--- src/rtl/dfe_pkg.sv ---
// Shared definitions for the frequency-extraction IP.
// Width helper, fill FSM encoding and BRAM byte-address shift.
package dfe_pkg;

   localparam int BRAM_BYTE_SHIFT = 2;

   typedef enum logic [1:0] {
      S_IDLE  = 2'd0,
      S_READ  = 2'd1,
      S_DRAIN = 2'd2,
      S_DONE  = 2'd3
   } fill_state_t;

   function automatic integer log2(input integer value);
      integer v;
      integer r;
      v = value - 1;
      r = 0;
      while (v > 0) begin
         r = r + 1;
         v = v >> 1;
      end
      return r;
   endfunction

endpackage

--- src/rtl/stream_fill_arbiter_rr_arbiter.sv ---
// Round-robin pick: first set request at or after rr_ptr, wrapping.
// Purely combinational; the grant register lives in the parent.
module rr_arbiter
   import dfe_pkg::*;
#(
   parameter int N = 3
) (
   input  logic [N-1:0]                        req,
   input  logic [((N > 1) ? log2(N) : 1)-1:0] rr_ptr,
   output logic [N-1:0]                        gnt_next
);

   logic found;
   int   j;

   always_comb begin
      gnt_next = '0;
      found    = 1'b0;
      j        = 0;
      for (int k = 0; k < N; k++) begin
         j = (int'(rr_ptr) + k) % N;
         if (!found && req[j]) begin
            gnt_next[j] = 1'b1;
            found       = 1'b1;
         end
      end
   end

endmodule

--- src/rtl/stream_fill_arbiter.sv ---
// Grants the stream-data BRAM port to one processor at a time and
// streams its region into the processor's init-stream port.
module stream_fill_arbiter
   import dfe_pkg::*;
#(
   parameter int LENGTH_ARRAY     = 100,
   parameter int NUM_PROCESSOR    = 3,
   parameter int DATA_INDEX_WIDTH = 32
) (
   input  logic                            clk,
   input  logic                            rst_n,
   input  logic [NUM_PROCESSOR-1:0]        req,
   output logic [NUM_PROCESSOR-1:0]        grant,
   output logic [NUM_PROCESSOR-1:0]        done,
   output logic                            busy,
   output logic [31:0]                     br_memory_addr,
   output logic                            br_memory_clk,
   output logic [31:0]                     br_memory_din,
   input  logic [31:0]                     br_memory_dout,
   output logic                            br_memory_en,
   output logic                            br_memory_rst,
   output logic [3:0]                      br_memory_we,
   output logic                            wr_stream_data,
   output logic [log2(LENGTH_ARRAY)-1:0]   addr_stream_data,
   output logic [DATA_INDEX_WIDTH-1:0]     stream_data
);

   localparam int AW = log2(LENGTH_ARRAY);
   localparam int PW = (NUM_PROCESSOR > 1) ? log2(NUM_PROCESSOR) : 1;
   localparam logic [AW-1:0] LAST_IDX = AW'(LENGTH_ARRAY - 1);
   localparam logic [PW-1:0] LAST_G   = PW'(NUM_PROCESSOR - 1);

   fill_state_t              state_q,  state_d;
   logic [NUM_PROCESSOR-1:0] grant_q,  grant_d;
   logic [NUM_PROCESSOR-1:0] done_q,   done_d;
   logic [PW-1:0]            gidx_q,   gidx_d;
   logic [PW-1:0]            rr_ptr_q, rr_ptr_d;
   logic [AW-1:0]            rd_idx_q, rd_idx_d;
   logic [AW-1:0]            waddr_q,  waddr_d;
   logic [31:0]              addr_q,   addr_d;
   logic                     en_q,     en_d;
   logic                     wr_q,     wr_d;

   logic [NUM_PROCESSOR-1:0] gnt_next;
   logic [PW-1:0]            gnt_idx;
   logic [PW-1:0]            next_ptr;
   logic                     owner_req;

   rr_arbiter #(
      .N (NUM_PROCESSOR)
   ) u_rr (
      .req      (req),
      .rr_ptr   (rr_ptr_q),
      .gnt_next (gnt_next)
   );

   always_comb begin
      gnt_idx = '0;
      for (int i = 0; i < NUM_PROCESSOR; i++) begin
         if (gnt_next[i]) gnt_idx = PW'(i);
      end
   end

   assign next_ptr  = (gidx_q == LAST_G) ? '0 : gidx_q + 1'b1;
   assign owner_req = |(req & grant_q);

   // The write stage is simply the issue stage delayed by one cycle,
   // which lines it up with the BRAM read latency.
   always_comb begin
      state_d  = state_q;
      grant_d  = grant_q;
      gidx_d   = gidx_q;
      rr_ptr_d = rr_ptr_q;
      rd_idx_d = rd_idx_q;
      done_d   = '0;
      en_d     = 1'b0;
      addr_d   = '0;
      wr_d     = en_q;
      waddr_d  = en_q ? rd_idx_q : '0;
      unique case (state_q)
         S_IDLE: begin
            if (|req) begin
               state_d  = S_READ;
               grant_d  = gnt_next;
               gidx_d   = gnt_idx;
               rd_idx_d = '0;
               en_d     = 1'b1;
               addr_d   = 32'(gnt_idx) * 32'(LENGTH_ARRAY);
            end
         end
         S_READ, S_DRAIN: begin
            if (!owner_req) begin
               state_d  = S_IDLE;
               grant_d  = '0;
               wr_d     = 1'b0;
               waddr_d  = '0;
               rr_ptr_d = next_ptr;
            end else if (state_q == S_DRAIN) begin
               state_d = S_DONE;
               done_d  = grant_q;
            end else if (rd_idx_q == LAST_IDX) begin
               state_d = S_DRAIN;
            end else begin
               rd_idx_d = rd_idx_q + 1'b1;
               en_d     = 1'b1;
               addr_d   = addr_q + 32'd1;
            end
         end
         S_DONE: begin
            state_d  = S_IDLE;
            grant_d  = '0;
            rr_ptr_d = next_ptr;
         end
         default: state_d = S_IDLE;
      endcase
   end

   always_ff @(posedge clk or negedge rst_n) begin
      if (!rst_n) begin
         state_q  <= S_IDLE;
         grant_q  <= '0;
         done_q   <= '0;
         gidx_q   <= '0;
         rr_ptr_q <= '0;
         rd_idx_q <= '0;
         waddr_q  <= '0;
         addr_q   <= '0;
         en_q     <= 1'b0;
         wr_q     <= 1'b0;
      end else begin
         state_q  <= state_d;
         grant_q  <= grant_d;
         done_q   <= done_d;
         gidx_q   <= gidx_d;
         rr_ptr_q <= rr_ptr_d;
         rd_idx_q <= rd_idx_d;
         waddr_q  <= waddr_d;
         addr_q   <= addr_d;
         en_q     <= en_d;
         wr_q     <= wr_d;
      end
   end

   assign grant            = grant_q;
   assign done             = done_q;
   assign busy             = (state_q != S_IDLE);
   assign br_memory_clk    = clk;
   assign br_memory_addr   = addr_q << BRAM_BYTE_SHIFT;
   assign br_memory_en     = en_q;
   assign br_memory_din    = '0;
   assign br_memory_rst    = 1'b0;
   assign br_memory_we     = '0;
   assign wr_stream_data   = wr_q;
   assign addr_stream_data = waddr_q;
   assign stream_data      = br_memory_dout[DATA_INDEX_WIDTH-1:0];

endmodule

--- config.mk ---
export PLATFORM = sky130hd
export DESIGN_NAME = stream_fill_arbiter
export DESIGN_NICKNAME = d
export VERILOG_FILES = /design/src/rtl/dfe_pkg.sv /design/src/rtl/stream_fill_arbiter_rr_arbiter.sv /design/src/rtl/stream_fill_arbiter.sv
export SDC_FILE = /design/constraint.sdc
export NUM_CORES = 1
export LEC_CHECK = 0
export CORE_ASPECT_RATIO = 0.8
export CORE_MARGIN = 5
export CORE_UTILIZATION = 39
export CTS_BUF_LIST = sky130_fd_sc_hd__clkbuf_4 sky130_fd_sc_hd__clkbuf_8 sky130_fd_sc_hd__clkbuf_16
export DETAILED_ROUTE_END_ITERATION = 12
export PLACE_DENSITY = 0.74
export SLEW_MARGIN = 0
export SYNTH_ARGS = -nofsm -noshare
export SYNTH_HDL_FRONTEND = slang
export SYNTH_HIERARCHICAL = 1
export SYNTH_SLANG_ARGS = --single-unit
export TNS_END_PERCENT = 10
--- constraint.sdc ---
create_clock -name clk -period 2.75 [get_ports clk]
set_input_delay 0.6875 -clock clk [delete_from_list [all_inputs] [get_ports clk]]
set_output_delay 0.6875 -clock clk [all_outputs]
set_load 0.02 [all_outputs]
==> impl.org <==
** Clock network
- TritonCTS built the clock tree.
- After clock tree synthesis, the setup repair step added 0 buffers.
- Hold buffers post-CTS :: 0
- At the later pin of the worst-skew pair, clock insertion delay measures 0.43 ns.
- CTS clock-pin slew for the worst setup and hold paths :: 0.05 ns

** Detailed routing
- Detailed-route wire length per cell :: 15.08 um
- Violation count after the first detailed-route iteration :: 248
- Antenna Violating Nets Remaining :: 0
- In the routed design, unresolved DRC markers number 0.
- Detailed-route via count :: 2,894
- Total wire length :: 8263 um
- Dividing the detail-routed via count by the number of cells gives 5.281.
- Total iterations of the first detailed-routing run :: 4

** Setup path
- The critical path is of the clk2out type.
- Critical path's top delay family :: buffers and inverters
- The startpoint identified for the worst register-to-register timing path is rr_ptr_q[0].
- The endpoint identified for the worst register-to-register timing path is addr_q[5].
- For the worst setup path, the data arrival time is 1.93 ns.
- The number of cells on the worst reg-to-reg path is 9.
- The signal on the critical path passes through clkbuf_16 -> clkbuf_16 -> dlygate4sd2_1.
- The worst setup path is captured at an output pin.
- STA puts the critical path data required time at 2.06 ns.
- STA classifies the critical path startpoint as a clock port.
- CP bufs+invs :: 3
- Along the worst path, the maximum fanout reaches 2.
- The most numerous cell type found on the critical path is sky130_fd_sc_hd__clkbuf_16.
- R2r setup slk :: 0.33 ns
- The slowest stage of the critical path is the sky130_fd_sc_hd__dlygate4sd2_1 cell.
- In this design, the stage delay of the slowest critical-path cell is 0.31 ns.

** Timing
- Transition time of the tightest slew-check pin :: 0.4969 ns
- Total setup violations reported at the end of the flow :: 0
- Setup repair after global routing left no endpoint under its margin.
- In this run the tightest slew margin relative to its limit is 0.6652.
- Pins over their slew limit :: 0
- Clock skew on the completed layout was measured at 0.007115 ns.
- Adding up every negative setup slack in the final design gives 0 ns.
- Worst Setup Slack, final :: 0.1327 ns
- Final Hold Violating Endpoints :: 0

** Synth
- For this run, the register share of the synthesized area comes to 0.3903.
- Syn_area_per_cell :: 9.343 sq um
- Number of synthesis warnings :: 6
- After synthesis, the netlist uses 54 different library cells.
- Of all cell types, the one taking the most synthesized area is sky130_fd_sc_hd__dfrtp_1.
- Synthesized instance count :: 398
- Proportion of synthesized flip-flops having asynchronous set or reset :: 1.000
- Area contributors post-synth :: sky130_fd_sc_hd__dfrtp_1, sky130_fd_sc_hd__buf_4, sky130_fd_sc_hd__ha_1
- For this run, the leading register cell type out of synthesis is sky130_fd_sc_hd__dfrtp_1.
- Of the post-synthesis cell area, the dominant cell type holds 0.3903.
- Register bit count reported by yosys :: 58
- EDFF count, synth :: 0
- Cell area after synthesis :: 3719 sq um

** Power
- Across the VDD grid, the largest voltage drop is 0.4645 mV.
- For this design the ratio of total power to cell area is 846.4 nW/um^2.
- Standby leakage power :: 1.911 nW

** Placed design
- At the placement stage, the worst setup path has a slack of 0.09464 ns.
- IO Port Bufs :: 51
- Detailed placement HPWL :: 5973 um
- Once placement completed, the tool counted placed cells totaling 529.
- Dpl cell area :: 4010 sq um
- Final RePlAce weighted congestion :: 0.7980

** Die
- The die covers 11,600 sq um.
- After floorplanning, the core was divided into 31 placement rows.
- The region available for standard cell placement spans 9193 sq um.
- For this configuration, the core starts out at a cell density of 0.4045.
- IO Count :: 155
- From left edge to right edge, the die measures 119.2 um.
- Die Span Y :: 97.34 um

** GRT
- Congestion Overflow GR :: 0
- Number of global-route vias before repair :: 2,756
- Entering global routing, the biggest net connects 46 pins.
- The first global-routing pass estimated 13,510 um of wire.
- The initial antenna violation count is 0.
- In the global route stage, overall resource usage came out at 0.1442.

** Layout
- Share of post-route cells with drive strength above 1 :: 0.09931
- Nets :: 476
- Final Instance Area :: 4409 sq um
- Relative to the synthesized area, the layout overhead comes to 18.57%.
- For this run, the number of standard cells in the final layout without fillers is 548.
- Post-route core utilization :: 0.4797
- Antenna diodes :: 0

** Job
- Across the run, the number of max-cap violations was 0.

** Min path
- The worst hold path belongs to the class in2async.

** Status
- The run finished with clean final reports.
-- state kept, by name, summed over array words and instances, names as in the netlist --
name and count:
wr_stream_data 1, addr_stream_data 7, grant 3, br_memory_en 1, addr_q 30, rd_idx_q 7
rr_ptr_q 2, gidx_q 2, done 3, state_q 2
-- report_power, final --
group	internal [mW]	leakage, nW	switching [mW]
clock	1.02	0.205	0.410
combinational	0.498	0.913	0.700
sequential	0.978	0.793	0.128
total	2.49	1.91	1.24
-- what timing repair did --
action	in CTS	in global routing
endpoints found under the setup margin	1	0
resized for setup	1	0
endpoints found under the hold margin	0	0
-- Yosys cell counts (2+ instances only) --
master and n:
sky130_fd_sc_hd__ha_1 11, sky130_fd_sc_hd__inv_1 10, sky130_fd_sc_hd__nor2b_1 3, sky130_fd_sc_hd__xor2_1 10, sky130_fd_sc_hd__or3_1 4, sky130_fd_sc_hd__xnor2_1 2
sky130_fd_sc_hd__and3_1 11, sky130_fd_sc_hd__nand2_1 26, sky130_fd_sc_hd__o22ai_1 3, sky130_fd_sc_hd__o21ai_0 19, sky130_fd_sc_hd__and2_1 10, sky130_fd_sc_hd__nand3b_1 6
sky130_fd_sc_hd__o221ai_1 2, sky130_fd_sc_hd__o311ai_0 2, sky130_fd_sc_hd__clkbuf_1 4, sky130_fd_sc_hd__nor3_1 5, sky130_fd_sc_hd__nand4_1 11, sky130_fd_sc_hd__o41ai_1 2
sky130_fd_sc_hd__nor2_1 13, sky130_fd_sc_hd__buf_2 8, sky130_fd_sc_hd__mux2i_1 10, sky130_fd_sc_hd__nand3_1 19, sky130_fd_sc_hd__or4_1 8, sky130_fd_sc_hd__and4bb_2 2
sky130_fd_sc_hd__or2b_1 2, sky130_fd_sc_hd__dfrtp_1 58, sky130_fd_sc_hd__o31ai_1 8, sky130_fd_sc_hd__a21o_1 2, sky130_fd_sc_hd__and2b_2 2, sky130_fd_sc_hd__a21oi_1 20
sky130_fd_sc_hd__o211ai_1 2, sky130_fd_sc_hd__nand2b_1 3, sky130_fd_sc_hd__and4_1 6, sky130_fd_sc_hd__buf_4 74
-- per-stage QoR --
stage / hold slack, ns / power, mW
after detailed placement: 0.4865 / 2.358
after CTS: 0.1475 / 3.760
after global placement: 0.4705 / 2.325
final: 0.1460 / 3.732
after floorplan: 0.3919 / 2.028
after global routing: 0.1617 / 3.949
-- kinds of logic after synthesis --
| group | Yosys count | share of synthesized area |
|---|---|---|
| buf+inv | 96 | 0.1743 |
| mux | 10 | 0.02692 |
| flops | 58 | 0.3903 |
| simple gates | 138 | 0.2164 |
| other cells | 1 | 0.001008 |
| compound gates | 72 | 0.1258 |
| fa+ha+maj | 11 | 0.03701 |
| xor+xnor | 12 | 0.02826 |
-- worst max-delay path by stage --
stage / slack, ns / depth (start not counted) / endpoint / from
global placement: 0.11 / 8 / addr_q[5] / req[2]
finish: 0.13 / 3 / br_memory_clk / clk
detailed placement: 0.09 / 8 / addr_q[5] / req[2]
CTS: 0.13 / 3 / br_memory_clk / clk
global route: 0.12 / 9 / addr_q[5] / rr_ptr_q[0]
floorplan: 0.54 / 10 / addr_q[2] / rr_ptr_q[0]
-- per-layer routing --
layer | vias up | wire length, um | track usage
met5 | - | 0 | 0
met4 | 0 | 171 | 0.06679
li1 | 1370 | - | -
met1 | 1409 | 3672 | 0.1836
met2 | 100 | 3841 | 0.2154
met3 | 15 | 578 | 0.05530
-- placed cells by master, fill, tap and decap left out, drive strengths merged, types with 11 or more instances in the layout --
cell	instances
nand2	26
and3	11
clkbuf	18
buf	14
nand4	11
a21oi	20
clkdlybuf4s50	49
nor2	14
ha	11
dfrtp	58
conb	39
o21ai	20
nand3	20
-- cell type report --
type,instances,area (sq um)
multi-input cells,282,1762
clock inverters,1,30.03
flip-flops and latches,58,1451
repair buffers,63,605.6
fillers,870,4783
well taps,115,143.9
inverters,10,37.54
clock buffers,19,379.1
(Power assumes the default switching activity.)
